**config.mk**
```make
export PLATFORM = sky130hd
export DESIGN_NAME = fifo_seq
export DESIGN_NICKNAME = d
export VERILOG_FILES = /design/src/rtl/fifo_seq.sv
export SDC_FILE = /design/constraint.sdc
export NUM_CORES = 1
export LEC_CHECK = 0
export ABC_AREA = 1
export ABC_CLOCK_PERIOD_IN_PS = 1900
export BUFFER_PORTS_ARGS = -buffer_cell sky130_fd_sc_hd__buf_2
export CAP_MARGIN = 20
export CORE_MARGIN = 3
export CORE_UTILIZATION = 37
export CTS_CLUSTER_DIAMETER = 150
export DETAILED_ROUTE_END_ITERATION = 6
export GPL_ROUTABILITY_DRIVEN = 0
export PLACE_DENSITY = 0.85
export SETUP_SLACK_MARGIN = 0.02
export SLEW_MARGIN = 0
export SYNTH_ARGS = -nofsm -noshare
export SYNTH_HDL_FRONTEND = slang
export SYNTH_SLANG_ARGS = --single-unit
```
**constraint.sdc**
```tcl
create_clock -name clk -period 1.9 [get_ports clk]
set_input_delay 0.19 -clock clk [delete_from_list [all_inputs] [get_ports clk]]
set_output_delay 0.19 -clock clk [all_outputs]
set_load 0.05 [all_outputs]
```
**src/rtl/fifo_seq.sv**
```systemverilog
// Load/drain sequencer: streams DEPTH*DEPTH beats row-major into DEPTH shift FIFOs,
// then drains them with a diagonal skew. Optional abort input under FIFO_SEQ_ABORT_EN.
module fifo_seq #(
   parameter int DEPTH = 8,
   parameter int BITS  = 64
) (
   input  logic             clk,
   input  logic             rst_n,
   input  logic             start,
   input  logic             in_valid,
   input  logic [BITS-1:0]  in_data,
`ifdef FIFO_SEQ_ABORT_EN
   input  logic             abort,
`endif
   output logic             in_ready,
   output logic [DEPTH-1:0] fifo_en,
   output logic [BITS-1:0]  fifo_d,
   output logic [DEPTH-1:0] drain_active,
   output logic             busy,
   output logic             done
);
   localparam int LG = $clog2(DEPTH);
   localparam int BW = 2 * LG;
   localparam int CW = LG + 1;
   localparam logic [BW-1:0] LAST_BEAT = BW'(DEPTH * DEPTH - 1);
   localparam logic [CW-1:0] LAST_CNT  = CW'(2 * DEPTH - 2);

   typedef enum logic [1:0] {S_IDLE, S_LOAD, S_DRAIN, S_DONE} state_t;

   state_t         r_state;
   logic [BW-1:0]  r_beat;
   logic [CW-1:0]  r_cnt;

   logic             w_abort;
   logic             w_ready;
   logic             w_acc;
   logic             w_drain;
   logic [LG-1:0]    w_row;
   logic [DEPTH-1:0] w_diag;

`ifdef FIFO_SEQ_ABORT_EN
   assign w_abort = abort && (r_state == S_LOAD || r_state == S_DRAIN);
`else
   assign w_abort = 1'b0;
`endif

   assign w_ready = (r_state == S_LOAD) && !w_abort;
   assign w_acc   = w_ready && in_valid;
   assign w_drain = (r_state == S_DRAIN) && !w_abort;
   assign w_row   = r_beat[BW-1:LG];

   // c - i wraps to >= DEPTH+1 when c < i, so one unsigned compare covers i <= c < i+DEPTH
   for (genvar i = 0; i < DEPTH; i++) begin : g_diag
      logic [CW-1:0] w_off;
      assign w_off     = r_cnt - CW'(i);
      assign w_diag[i] = (w_off < CW'(DEPTH));
   end

   always_comb begin
      fifo_en = '0;
      if (w_acc)
         fifo_en[w_row] = 1'b1;
      else if (w_drain)
         fifo_en = w_diag;
   end

   assign fifo_d       = w_acc ? in_data : '0;
   assign drain_active = w_drain ? w_diag : '0;
   assign in_ready     = w_ready;
   assign busy         = (r_state == S_LOAD) || (r_state == S_DRAIN);
   assign done         = (r_state == S_DONE);

   always_ff @(posedge clk or negedge rst_n) begin
      if (!rst_n) begin
         r_state <= S_IDLE;
         r_beat  <= '0;
         r_cnt   <= '0;
      end else begin
         case (r_state)
            S_IDLE: begin
               if (start) begin
                  r_state <= S_LOAD;
                  r_beat  <= '0;
               end
            end
            S_LOAD: begin
               if (w_abort) begin
                  r_state <= S_IDLE;
                  r_beat  <= '0;
                  r_cnt   <= '0;
               end else if (w_acc) begin
                  if (r_beat == LAST_BEAT) begin
                     r_state <= S_DRAIN;
                     r_beat  <= '0;
                     r_cnt   <= '0;
                  end else begin
                     r_beat <= r_beat + 1'b1;
                  end
               end
            end
            S_DRAIN: begin
               if (w_abort) begin
                  r_state <= S_IDLE;
                  r_beat  <= '0;
                  r_cnt   <= '0;
               end else if (r_cnt == LAST_CNT) begin
                  r_state <= S_DONE;
                  r_cnt   <= '0;
               end else begin
                  r_cnt <= r_cnt + 1'b1;
               end
            end
            S_DONE:  r_state <= S_IDLE;
            default: r_state <= S_IDLE;
         endcase
      end
   end
endmodule

```
==> reports/results.md, run 1 <==
| Item | Value |
| --- | --- |
| CTS Root Buffer Type | sky130_fd_sc_hd__clkbuf_8 |
| Syn Std Cell Area | 0.00159 sq mm |
| Layout area overhead | 91.2% |
| Static leakage | 1.85 nW |
| Setup violation total in the final timing report | 0 |
| Max-slew headroom | 0.796 |
| Number of primary I/O pins | 151 |
| Placed cell areas | 0.00276 sq mm |
| Delay of the slowest cell on the worst path | 410 ps |
| Fmax | 0.551 GHz |
| Initial standard-cell utilization of the core | 0.391 |
| Part of the cycle the worst path needs | 0.954 |
| Core ar. | 0.00406 sq mm |
| Total length of routed wires | 6.73 mm |
| Final cell count without fillers | 501 |
| Worst setup timing slack at the placement stage | 60.0 ps |
| Fraction of final layout cells sized beyond drive strength 1 | 0.608 |
| Die area | 0.00511 sq mm |
| Syn. warnings | 0 |
| Kind of capture point of the worst setup path | output port |
| Largest fanout on the critical path | 5 |
| Minimum setup slack in the final design | 86.8 ps |
| Inst Count DP | 486 |
| Buf/Inv on CP | 3 |
| Class of the worst hold path | input pin to async pin |
| Time the final worst path needs with I/O delays and setup | 1810 ps |
| Power Density | 1180 mW/mm^2 |
| Number of clock sinks seen by CTS | 12 |
| Pwr Total | 3.57 mW |
| Die width | 71.5 microns |
| Final design area excluding fillers | 0.00304 sq mm |
| Total iterations of the first detailed-routing run | 7 |
| Antenna Nets Post-Route | 0 |
| Via count of the first global-routing pass | 2025 |
| Top cell family by delay on the critical path | flip-flops |
| Fin. Hold Viols | 0 |
| Share of the yosys chip area belonging to registers | 0.189 |
| Cell count after synthesis | 292 |
| Worst setup path category | register to output port |
| Clock transition at the registers of the reported paths | 60 ps |
| Number of distinct standard cells referenced by the synthesized netlist | 23 |
| Number of H-tree levels | 1 |
| Stages on worst setup path | 7 |
| Ordered list of cells on the worst path | inv_2, ha_4, nand2_8, clkinv_8, nand2_8, o32ai_4, buf_6 |
| Setup skew after layout | 2.95 ps |
| MaxCap Viol Count | 0 |
| Global-route wire length before repair | 9.66 mm |
| Run status | finished, final reports clean |
| TritonCTS clock tree | yes |
| Flop-to-flop setup slack | 250 ps |
| Total grt overflow | 0 |
| Number of nets in the layout | 527 |
| TNS Setup | 0 ps |
| Hold Worst Slack | 349 ps |
| Clock buffer count from CTS | 3 |
| Cell type with the highest occurrence count on the critical path | sky130_fd_sc_hd__nand2_8 |
| Max-slew violations | 0 |
| Data arrival time of the critical path | 1620 ps |
| Maximum vdd drop | 1.04 mV |
| Crit-path slowest cell | sky130_fd_sc_hd__dfrtp_1 |
| Pin count of the biggest net entering global routing | 42 |
| Final routed wire length divided by cell count | 13.4 microns |
| Syn avg cell area | 5.44 sq um |
| Number of input and output port buffers inserted | 150 |
| Rows | 23 |
| Syn Nets | 367 |
| Global Route Usage Sum | 0.235 |
| Die Y-Extent | 71.5 microns |
| Latest clock arrival within the worst-skew pair | 240 ps |
| End of the worst register-to-register path | r_beat[5]$_DFFE_PN0P_ |
| Kind of launch point of the worst setup path | register |
| Antenna violations before repair | 0 |
| Worst r2r path cells | 9 |
| Clock Tree Buf Depth | 2 |
| Utilization after layout | 0.748 |
| Worst Max-Slew Pin Slew | 306 ps |
| Via count | 2327 |
| Unrepaired setup endpoints after global routing | yes |
| Diodes inserted | 0 |
| Detailed Place HPWL | 5.33 mm |
| Yosys reg bits | 12 |
| Vias per cell | 4.64 |
| DRC viols | 0 |
| Number of DRC markers in iteration 0 | 78 |
| Worst reg2reg startpoint | r_state[1]$_DFFE_PN0P_ |
| Data required time of the critical path | 1710 ps |
layer usage:
metal	vias up	track usage	wire length, microns
met3	12	0.0407	619
met5	-	0	0
met1	1042	0.279	2410
met2	116	0.437	3610
li1	1157	-	-
met4	0	0.0522	90
worst max-delay path by stage:
stage	to	startpoint	slack [ps]
finish	fifo_en[4]	r_state[1]$_DFFE_PN0P_	90
global route	fifo_d[2]	r_state[1]$_DFFE_PN0P_	1
floorplan	fifo_en[1]	r_state[0]$_DFFE_PN0P_	-270
CTS	fifo_en[6]	r_state[0]$_DFFE_PN0P_	20
detailed placement	fifo_en[6]	r_state[0]$_DFFE_PN0P_	60
global placement	fifo_en[6]	r_state[0]$_DFFE_PN0P_	130
layout by cell type (no fill, tap or decap), types with 4 or more instances in the layout:
master                       n
sky130_fd_sc_hd__nor2_2     54
sky130_fd_sc_hd__inv_1      80
sky130_fd_sc_hd__dfrtp_1    10
sky130_fd_sc_hd__buf_4      15
sky130_fd_sc_hd__nand3_1    10
sky130_fd_sc_hd__inv_2       8
sky130_fd_sc_hd__clkbuf_8    4
sky130_fd_sc_hd__a21oi_1     4
sky130_fd_sc_hd__o21ai_1     7
sky130_fd_sc_hd__nor2_4     18
sky130_fd_sc_hd__buf_2     121
sky130_fd_sc_hd__nor2_1      7
sky130_fd_sc_hd__nand4_1     4
sky130_fd_sc_hd__buf_6       6
sky130_fd_sc_hd__nand2_1    45
sky130_fd_sc_hd__nand2_2     5
sky130_fd_sc_hd__o21ai_4     4
sky130_fd_sc_hd__ha_1        5
sky130_fd_sc_hd__clkbuf_4   20
flip-flops by register name, summed over array words and instances (netlist names):
register,flops
r_beat,6
r_cnt,4
r_state,2
synthesized netlist by cell type:
| cell type | number | share of area |
|---|---|---|
| sky130_fd_sc_hd__nand4_1 | 4 | 0.016 |
| sky130_fd_sc_hd__a21oi_2 | 2 | 0.011 |
| sky130_fd_sc_hd__a21oi_1 | 5 | 0.016 |
| sky130_fd_sc_hd__o21ai_0 | 6 | 0.019 |
| sky130_fd_sc_hd__buf_2 | 8 | 0.025 |
| sky130_fd_sc_hd__xor2_1 | 1 | 0.0055 |
| sky130_fd_sc_hd__nor2_1 | 73 | 0.17 |
| sky130_fd_sc_hd__nand2_2 | 7 | 0.028 |
| sky130_fd_sc_hd__clkinv_2 | 1 | 0.0031 |
| sky130_fd_sc_hd__nand3_1 | 10 | 0.032 |
| sky130_fd_sc_hd__o21ai_2 | 2 | 0.011 |
| sky130_fd_sc_hd__nand3b_1 | 1 | 0.0047 |
| sky130_fd_sc_hd__nand2_1 | 45 | 0.11 |
| sky130_fd_sc_hd__o32ai_2 | 1 | 0.010 |
| sky130_fd_sc_hd__inv_1 | 83 | 0.20 |
| sky130_fd_sc_hd__o21ai_1 | 8 | 0.025 |
| sky130_fd_sc_hd__nand3_4 | 1 | 0.011 |
| sky130_fd_sc_hd__nor2_2 | 6 | 0.024 |
| sky130_fd_sc_hd__nand2_4 | 2 | 0.014 |
| sky130_fd_sc_hd__inv_2 | 5 | 0.012 |
| sky130_fd_sc_hd__ha_1 | 7 | 0.055 |
| sky130_fd_sc_hd__dfrtp_1 | 12 | 0.19 |
| sky130_fd_sc_hd__buf_6 | 2 | 0.014 |
cells by family after synthesis:
logic type               count (synthesis)  share of synthesized area
AO/OA/AOI/OAI                           24                     0.0922
adder cells (fa/ha/maj)                  7                     0.0552
XOR/XNOR                                 1                    0.00552
buffers and inverters                   99                      0.251
flip-flops                              12                      0.189
AND/OR/NAND/NOR                        149                      0.407
what timing repair did:
action,CTS,global route
setup endpoints to repair,75,70
gates cloned,0,1
gates resized for setup,20,25
hold buffers,1,0
hold endpoints to repair,12,0
buffers inserted,2,7
report_power, final:
group | switching, mW | internal, mW
Combinational | 2.06 | 0.810
Sequential | 0.0855 | 0.325
Clock | 0.102 | 0.183
layout make-up:
type | count | area, sq um
clock buffer | 4 | 55.1
timing repair buffer | 164 | 973
fill | 314 | 1020
inverter | 89 | 347
sequential | 12 | 303
tap | 50 | 62.6
multi-input combinational | 182 | 1290
worst register-to-register path, stage by stage, from the launching register on:
cell and delay [ps]:
sky130_fd_sc_hd__dfrtp_1 390, sky130_fd_sc_hd__inv_2 70, sky130_fd_sc_hd__buf_4 140, sky130_fd_sc_hd__ha_1 200, sky130_fd_sc_hd__nand2_1 150, sky130_fd_sc_hd__nand2_1 120, sky130_fd_sc_hd__nor2_2 200, sky130_fd_sc_hd__nand4_1 150
sky130_fd_sc_hd__nand2_1 100, sky130_fd_sc_hd__nor2_1 40
Power figures use the tool's default switching activity.
==> run 2, diff against run 1 <==
--- a/config.mk
+++ b/config.mk
@@ -6,15 +6,15 @@
 export NUM_CORES = 1
 export LEC_CHECK = 0
 export ABC_AREA = 1
-export ABC_CLOCK_PERIOD_IN_PS = 1900
+export ABC_CLOCK_PERIOD_IN_PS = 2250
 export BUFFER_PORTS_ARGS = -buffer_cell sky130_fd_sc_hd__buf_2
 export CAP_MARGIN = 20
 export CORE_MARGIN = 3
-export CORE_UTILIZATION = 37
+export CORE_UTILIZATION = 40
 export CTS_CLUSTER_DIAMETER = 150
 export DETAILED_ROUTE_END_ITERATION = 6
 export GPL_ROUTABILITY_DRIVEN = 0
-export PLACE_DENSITY = 0.85
+export PLACE_DENSITY = 0.91
 export SETUP_SLACK_MARGIN = 0.02
 export SLEW_MARGIN = 0
 export SYNTH_ARGS = -nofsm -noshare
==> constraint.sdc (replaced) <==
create_clock -name clk -period 2.25 [get_ports clk]
set_input_delay 0.225 -clock clk [delete_from_list [all_inputs] [get_ports clk]]
set_output_delay 0.225 -clock clk [all_outputs]
set_load 0.05 [all_outputs]
==> run 2 against run 1 <==
  * Clock skew is 0.63 ps higher
  * Critical path depth stayed put
  * Worst setup slack better by 40 ps
  * Die area fell by 6.9%
  * Count of clock-buffer cells in the layout fell by 1
  * Clock power fell by 31%
  * Global-route usage grew 2.0 points
  * Sequential share of layout area rose by 1.5 points
  * Critical endpoint unchanged
  * Largest power group unchanged
==> reports/results.md, run 2 (synthesis gave the netlist of run 1 again) <==
| Item | Value |
| --- | --- |
| Run status | finished, final reports clean |
| Number of DRC markers in iteration 0 | 82 |
| Via count | 2230 |
| Setup violation total in the final timing report | 0 |
| Number of H-tree levels | 1 |
| Delay of the slowest cell on the worst path | 410 ps |
| MaxCap Viol Count | 0 |
| Kind of capture point of the worst setup path | output port |
| Data required time of the critical path | 2030 ps |
| Utilization after layout | 0.702 |
| Largest fanout on the critical path | 11 |
| Fmax | 0.471 GHz |
| Unrepaired setup endpoints after global routing | no |
| Layout area overhead | 65.5% |
| Number of primary I/O pins | 151 |
| Most common cell after layout, fill and taps aside | sky130_fd_sc_hd__buf_2 |
| Core ar. | 0.00374 sq mm |
| Class of the worst hold path | input pin to async pin |
| Final cell count without fillers | 487 |
| Total length of routed wires | 6.22 mm |
| Most frequent cells in the layout | 150 x sky130_fd_sc_hd__buf_2, 83 x sky130_fd_sc_hd__inv_1, 70 x sky130_fd_sc_hd__nor2_2, 45 x sky130_fd_sc_hd__nand2_1, 12 x sky130_fd_sc_hd__dfrtp_1 |
| Worst Max-Slew Pin Slew | 344 ps |
| Fraction of final layout cells sized beyond drive strength 1 | 0.575 |
| Via count of the first global-routing pass | 2182 |
| Antenna Nets Post-Route | 0 |
| DRC viols | 0 |
| Register ranked first by flip-flop count | r_beat |
| Number of input and output port buffers inserted | 150 |
| Detailed Place HPWL | 5.36 mm |
| Number of clock sinks seen by CTS | 12 |
| Latest clock arrival within the worst-skew pair | 240 ps |
| Die area | 0.00476 sq mm |
| Total grt overflow | 0 |
| Total iterations of the first detailed-routing run | 4 |
| Rows | 22 |
| Final routed wire length divided by cell count | 12.8 microns |
| Top cell family by delay on the critical path | buffers and inverters |
| Post-CTS Setup Repair Bufs | 0 |
| Pin count of the biggest net entering global routing | 48 |
| Power Density | 1020 mW/mm^2 |
| Largest register FFs | 6 |
| Largest registers | r_beat (6), r_cnt (4), r_state (2) |
| Part of the cycle the worst path needs | 0.944 |
| Static leakage | 1.77 nW |
| Clock transition at the registers of the reported paths | 50 ps |
| Pwr Total | 2.67 mW |
| TNS Setup | 0 ps |
| TritonCTS clock tree | yes |
| Die Y-Extent | 69.0 microns |
| Hold Worst Slack | 402 ps |
| Worst setup path category | register to output port |
| Inst Count DP | 482 |
| Time the final worst path needs with I/O delays and setup | 2120 ps |
| Kind of launch point of the worst setup path | register |
| Global-route wire length before repair | 10.1 mm |
| Vias per cell | 4.58 |
| Antenna violations before repair | 1 |
| Data arrival time of the critical path | 1900 ps |
| Die width | 69.0 microns |
| Setup skew after layout | 3.58 ps |
| Number of nets in the layout | 515 |
| Clock Tree Buf Depth | 2 |
| Global Route Usage Sum | 0.255 |
| Clock buffer count from CTS | 3 |
| Max-slew headroom | 0.771 |
| Crit-path slowest cell | sky130_fd_sc_hd__dfrtp_1 |
| CTS Root Buffer Type | sky130_fd_sc_hd__clkbuf_8 |
| Ordered list of cells on the worst path | inv_1, ha_4, nand2_4, clkinv_2, nand2_2, o32ai_4, buf_2 |
| Buf/Inv on CP | 3 |
| Initial standard-cell utilization of the core | 0.424 |
| Max-slew violations | 0 |
| Maximum vdd drop | 0.875 mV |
| Fin. Hold Viols | 0 |
==> run 2: cell count changes in the layout (fill, tap and decap cells not counted), moves of 4 or more <==
cell                       change
sky130_fd_sc_hd__buf_4        -15
sky130_fd_sc_hd__buf_6         -5
sky130_fd_sc_hd__nor2_2       +16
sky130_fd_sc_hd__clkbuf_4     -20
sky130_fd_sc_hd__o21ai_4       -4
sky130_fd_sc_hd__buf_2        +29
sky130_fd_sc_hd__nor2_4       -18
==> run 2: what timing repair did <==
item / 4_1_cts / 5_1_grt
gates resized for setup: 0 / 3
setup endpoints to repair: 0 / 26
hold buffers: 1 / 0
endpoints found under the hold margin: 12 / 0
==> run 2: final timing paths <==
check | from | to | slack (ps) | cells after the start
max in group asynchronous | rst_n | r_beat[5]$_DFFE_PN0P_ | 1620 | 2
setup reg to reg | r_state[0]$_DFFE_PN0P_ | r_beat[5]$_DFFE_PN0P_ | 670 | 8
min in group clk | start | r_beat[1]$_DFFE_PN0P_ | 450 | 5
hold / removal | rst_n | r_state[1]$_DFFE_PN0P_ | 400 | 2
hold reg to reg | r_beat[1]$_DFFE_PN0P_ | r_beat[1]$_DFFE_PN0P_ | 550 | 2
setup / recovery | r_state[1]$_DFFE_PN0P_ | fifo_en[4] | 130 | 7
==> run 2: layout make-up <==
class	count	area (sq um)
Multi-Input combinational cell	181	1100
Tap cell	48	60.1
Antenna cell	1	2.50
Clock buffer	3	41.3
Timing Repair Buffer	153	792
Fill cell	327	1120
Inverter	89	335
Sequential cell	12	300
==> run 2: per-layer routing <==
| metal | GRT usage | share of wire | vias to the layer above |
|---|---|---|---|
| li1 | - | - | 1124 |
| met1 | 0.317 | 0.39 | 958 |
| met2 | 0.431 | 0.49 | 127 |
| met3 | 0.0510 | 0.090 | 21 |
| met4 | 0.0954 | 0.030 | 0 |
| met5 | 0 | 0 | - |
==> run 2: stage by stage <==
| step | setup slack [ps] | cell area, sq um |
|---|---|---|
| 2_1_floorplan | -106 | 1780 |
| 3_3_place_gp | 339 | 2560 |
| 3_5_place_dp | 286 | 2560 |
| 4_1_cts | 24.6 | 2610 |
| 5_1_grt | 47.9 | 2630 |
| 6_report | 127 | 2630 |
==> run 2: power breakdown <==
| group | switching (mW) | leakage (nW) | internal (mW) |
|---|---|---|---|
| Clock | 0.0776 | 0.0216 | 0.118 |
| Sequential | 0.0664 | 0.162 | 0.273 |
| Combinational | 1.62 | 1.59 | 0.520 |
==> run 3, diff against run 2 <==
--- a/config.mk
+++ b/config.mk
@@ -5,15 +5,15 @@
 export SDC_FILE = /design/constraint.sdc
 export NUM_CORES = 1
 export LEC_CHECK = 0
-export ABC_AREA = 1
 export ABC_CLOCK_PERIOD_IN_PS = 2250
 export BUFFER_PORTS_ARGS = -buffer_cell sky130_fd_sc_hd__buf_2
 export CAP_MARGIN = 20
 export CORE_MARGIN = 3
-export CORE_UTILIZATION = 40
+export CORE_UTILIZATION = 39
 export CTS_CLUSTER_DIAMETER = 150
 export DETAILED_ROUTE_END_ITERATION = 6
 export GPL_ROUTABILITY_DRIVEN = 0
+export MAX_ROUTING_LAYER = met4
 export PLACE_DENSITY = 0.91
 export SETUP_SLACK_MARGIN = 0.02
 export SLEW_MARGIN = 0
==> run 3 against run 2 <==
  * Die area shrank 2.1%
  * Core utilization shrank 6.2 points
  * Largest cell class unchanged
  * Largest power group unchanged
  * Clock power grew 23%
  * Critical path depth shrank 1
==> reports/results.md, run 3 <==
| Item | Value |
| --- | --- |
| Fraction of final layout cells sized beyond drive strength 1 | 0.500 |
| Kind of capture point of the worst setup path | output port |
| Reg power frac | 0.133 |
| MaxCap Viol Count | 0 |
| Initial standard-cell utilization of the core | 0.410 |
| Unrepaired setup endpoints after global routing | no |
| Fin. Hold Viols | 0 |
| Number of nets in the layout | 422 |
| Worst setup path category | register to output port |
| Crit-path slowest cell | sky130_fd_sc_hd__dfrtp_1 |
| Time the final worst path needs with I/O delays and setup | 2100 ps |
| Cell count after synthesis | 210 |
| Syn. warnings | 0 |
| TritonCTS clock tree | yes |
| Top post-synthesis cells by area | sky130_fd_sc_hd__and3_1 27%, sky130_fd_sc_hd__dfrtp_1 20%, sky130_fd_sc_hd__ha_1 5.8% |
| Vias per cell | 5.24 |
| Syn Std Cell Area | 0.00151 sq mm |
| Largest register FFs | 6 |
| Final cell count without fillers | 394 |
| Yosys reg bits | 12 |
| Register ranked first by flip-flop count | r_beat |
| Number of H-tree levels | 1 |
| Kind of launch point of the worst setup path | register |
| Clock Tree Buf Depth | 2 |
| Via count | 2065 |
| Post-synth EDFFs | 0 |
| CTS Root Buffer Type | sky130_fd_sc_hd__clkbuf_8 |
| Static leakage | 1.56 nW |
| Diodes inserted | 0 |
| Total iterations of the first detailed-routing run | 5 |
| Syn Nets | 285 |
| Number of distinct standard cells referenced by the synthesized netlist | 38 |
| Commonest register cell after synthesis | sky130_fd_sc_hd__dfrtp_1 |
| Run status | finished, final reports clean |
| Most frequent cells in the layout | 148 x sky130_fd_sc_hd__buf_2, 65 x sky130_fd_sc_hd__and3_1, 12 x sky130_fd_sc_hd__dfrtp_1, 11 x sky130_fd_sc_hd__nand2_1, 11 x sky130_fd_sc_hd__nor2_1 |
| Area share of the largest cell type after synthesis | 0.269 |
| Combinational power share | 0.772 |
| Die Y-Extent | 68.3 microns |
| Net Sw Power | 1.61 mW |
| Die area | 0.00466 sq mm |
| Total length of routed wires | 5.67 mm |
| Clock buffer count from CTS | 3 |
| Setup violation total in the final timing report | 0 |
| Largest registers | r_beat (6), r_cnt (4), r_state (2) |
| TNS Setup | 0 ps |
| Latest clock arrival within the worst-skew pair | 250 ps |
| Fmax | 0.477 GHz |
| Antenna Nets Post-Route | 0 |
| Detailed Place HPWL | 4.56 mm |
| Antenna violations before repair | 0 |
| Core ar. | 0.00369 sq mm |
| Total grt overflow | 0 |
| Die width | 68.3 microns |
| Maximum vdd drop | 0.575 mV |
| Internal power component | 960 uW |
| Part of the cycle the worst path needs | 0.932 |
| Global-route wire length before repair | 7.93 mm |
| Syn avg cell area | 7.20 sq um |
| Number of input and output port buffers inserted | 150 |
| Power Density | 1090 mW/mm^2 |
| Most common cell after layout, fill and taps aside | sky130_fd_sc_hd__buf_2 |
| Number of primary I/O pins | 151 |
| Setup skew after layout | 5.91 ps |
| Layout area overhead | 56.0% |
| Worst r2r path cells | 5 |
| Net switching share of the total power | 0.626 |
| Ordered list of cells on the worst path | inv_1, ha_2, buf_4, nand4_1, o2bb2ai_1, buf_2 |
| Global Route Usage Sum | 0.227 |
| Number of DRC markers in iteration 0 | 111 |
| Delay of the slowest cell on the worst path | 410 ps |
| Cell with the most instances after synthesis | sky130_fd_sc_hd__and3_1 |
| Share of the yosys chip area belonging to registers | 0.199 |
| Final routed wire length divided by cell count | 14.4 microns |
| Part of the total power dissipated in the clock network | 0.094 |
| Share of flip-flops with an asynchronous set or reset | 1.00 |
| Class of the worst hold path | input pin to async pin |
| Largest fanout on the critical path | 38 |
| Hold Worst Slack | 379 ps |
| Final design area excluding fillers | 0.00236 sq mm |
| Clock transition at the registers of the reported paths | 60 ps |
| Data arrival time of the critical path | 1870 ps |
| List of most frequent post-synthesis cells | 65 x sky130_fd_sc_hd__and3_1, 16 x sky130_fd_sc_hd__clkbuf_1, 13 x sky130_fd_sc_hd__nor2_1 |
| Filler cell count in the final layout | 341 |
| Library cell with the largest summed area after synthesis | sky130_fd_sc_hd__and3_1 |
| Placed cell areas | 0.00228 sq mm |
| Max-slew headroom | 0.650 |
| Number of clock sinks seen by CTS | 12 |
| Worst Max-Slew Pin Slew | 525 ps |
| Max-slew violations | 0 |
| Rows | 22 |
| Via count of the first global-routing pass | 1680 |
| DRC viols | 0 |
| Pin count of the biggest net entering global routing | 40 |
| Data required time of the critical path | 2030 ps |
| Inst Count DP | 389 |
run 3: cell count changes after synthesis, moves of 7 or more:
| cell | before | now |
|---|---|---|
| sky130_fd_sc_hd__nor3_1 | 0 | 7 |
| sky130_fd_sc_hd__and3_1 | 0 | 65 |
| sky130_fd_sc_hd__o21ai_1 | 8 | 0 |
| sky130_fd_sc_hd__nor2_1 | 73 | 13 |
| sky130_fd_sc_hd__clkbuf_1 | 0 | 16 |
| sky130_fd_sc_hd__nand2_1 | 45 | 11 |
| sky130_fd_sc_hd__nand2_2 | 7 | 0 |
| sky130_fd_sc_hd__inv_1 | 83 | 7 |
run 3: metal layers:
layer / vias up / global-route usage / part of all wire
li1: 1025 / - / -
met1: 929 / 0.263 / 0.39
met2: 101 / 0.368 / 0.49
met3: 10 / 0.0755 / 0.11
met4: 0 / 0.0769 / 0.015
met5: - / - / 0
run 3: kinds of logic (layout without fill, tap and decap cells):
| kind of cell | after synthesis | after routing | share of synthesized area |
|---|---|---|---|
| AO/OA/AOI/OAI | 32 | 32 | 0.154 |
| XOR/XNOR | 7 | 7 | 0.0405 |
| adder cells (fa/ha/maj) | 7 | 7 | 0.0579 |
| buffers and inverters | 32 | 168 | 0.0860 |
| flip-flops | 12 | 12 | 0.199 |
| multiplexers | 4 | 4 | 0.0298 |
| AND/OR/NAND/NOR | 116 | 116 | 0.433 |
run 3: layout make-up:
class / count / area, sq um / share of cell area
timing repair buffer: 156 / 803 / 0.340
inverter: 8 / 30.0 / 0.0127
clock buffer: 4 / 55.1 / 0.0233
sequential: 12 / 300 / 0.127
tap: 48 / 60.1 / 0.0255
multi-input combinational: 166 / 1110 / 0.471
run 3: per-stage QoR:
stage	setup slack (ps)	power, mW	util
CTS	124	2.56	0.636
global route	38.1	2.74	0.640
detailed placement	332	2.31	0.619
global placement	411	2.29	0.619
finish	153	2.57	0.640
floorplan	-207	1.91	-
run 3: critical path, delay by kind of cell, from the launching register on:
kind	cells	cell delay [ps]
buffers and inverters	3	680
AOI/OAI and AO/OA	1	170
adders and majority gates	1	200
and+or+nand+nor	1	160
DFF	1	410
run 3: repair_timing:
action                                  CTS  global route
endpoints found under the setup margin    0             3
resized for setup                         0             4
hold buffers                              1             0
buffers inserted                          0             0
hold endpoints to repair                 12             0
run 3: power by group through the flow:
stage | Combinational (mW) | Clock [mW] | Sequential, mW
5_1_grt | 2.13 | 0.261 | 0.352
3_5_place_dp | 1.97 | 0 | 0.343
4_1_cts | 1.98 | 0.245 | 0.340
2_1_floorplan | 1.60 | 0 | 0.311
3_3_place_gp | 1.95 | 0 | 0.338
6_report | 1.98 | 0.242 | 0.342
run 3: final timing paths:
path                                        start                     end  slack [ps]
min reg2reg                r_state[1]$_DFFE_PN0P_  r_state[1]$_DFFE_PN0P_         570
max in group asynchronous                   rst_n    r_cnt[2]$_DFFE_PN0P_        1640
max                        r_state[1]$_DFFE_PN0P_              fifo_en[3]         150
min                                         rst_n  r_state[1]$_DFFE_PN0P_         380
max reg2reg                r_state[0]$_DFFE_PN0P_  r_state[1]$_DFFE_PN0P_         320
min in group clk                            start   r_beat[0]$_DFFE_PN0P_         380
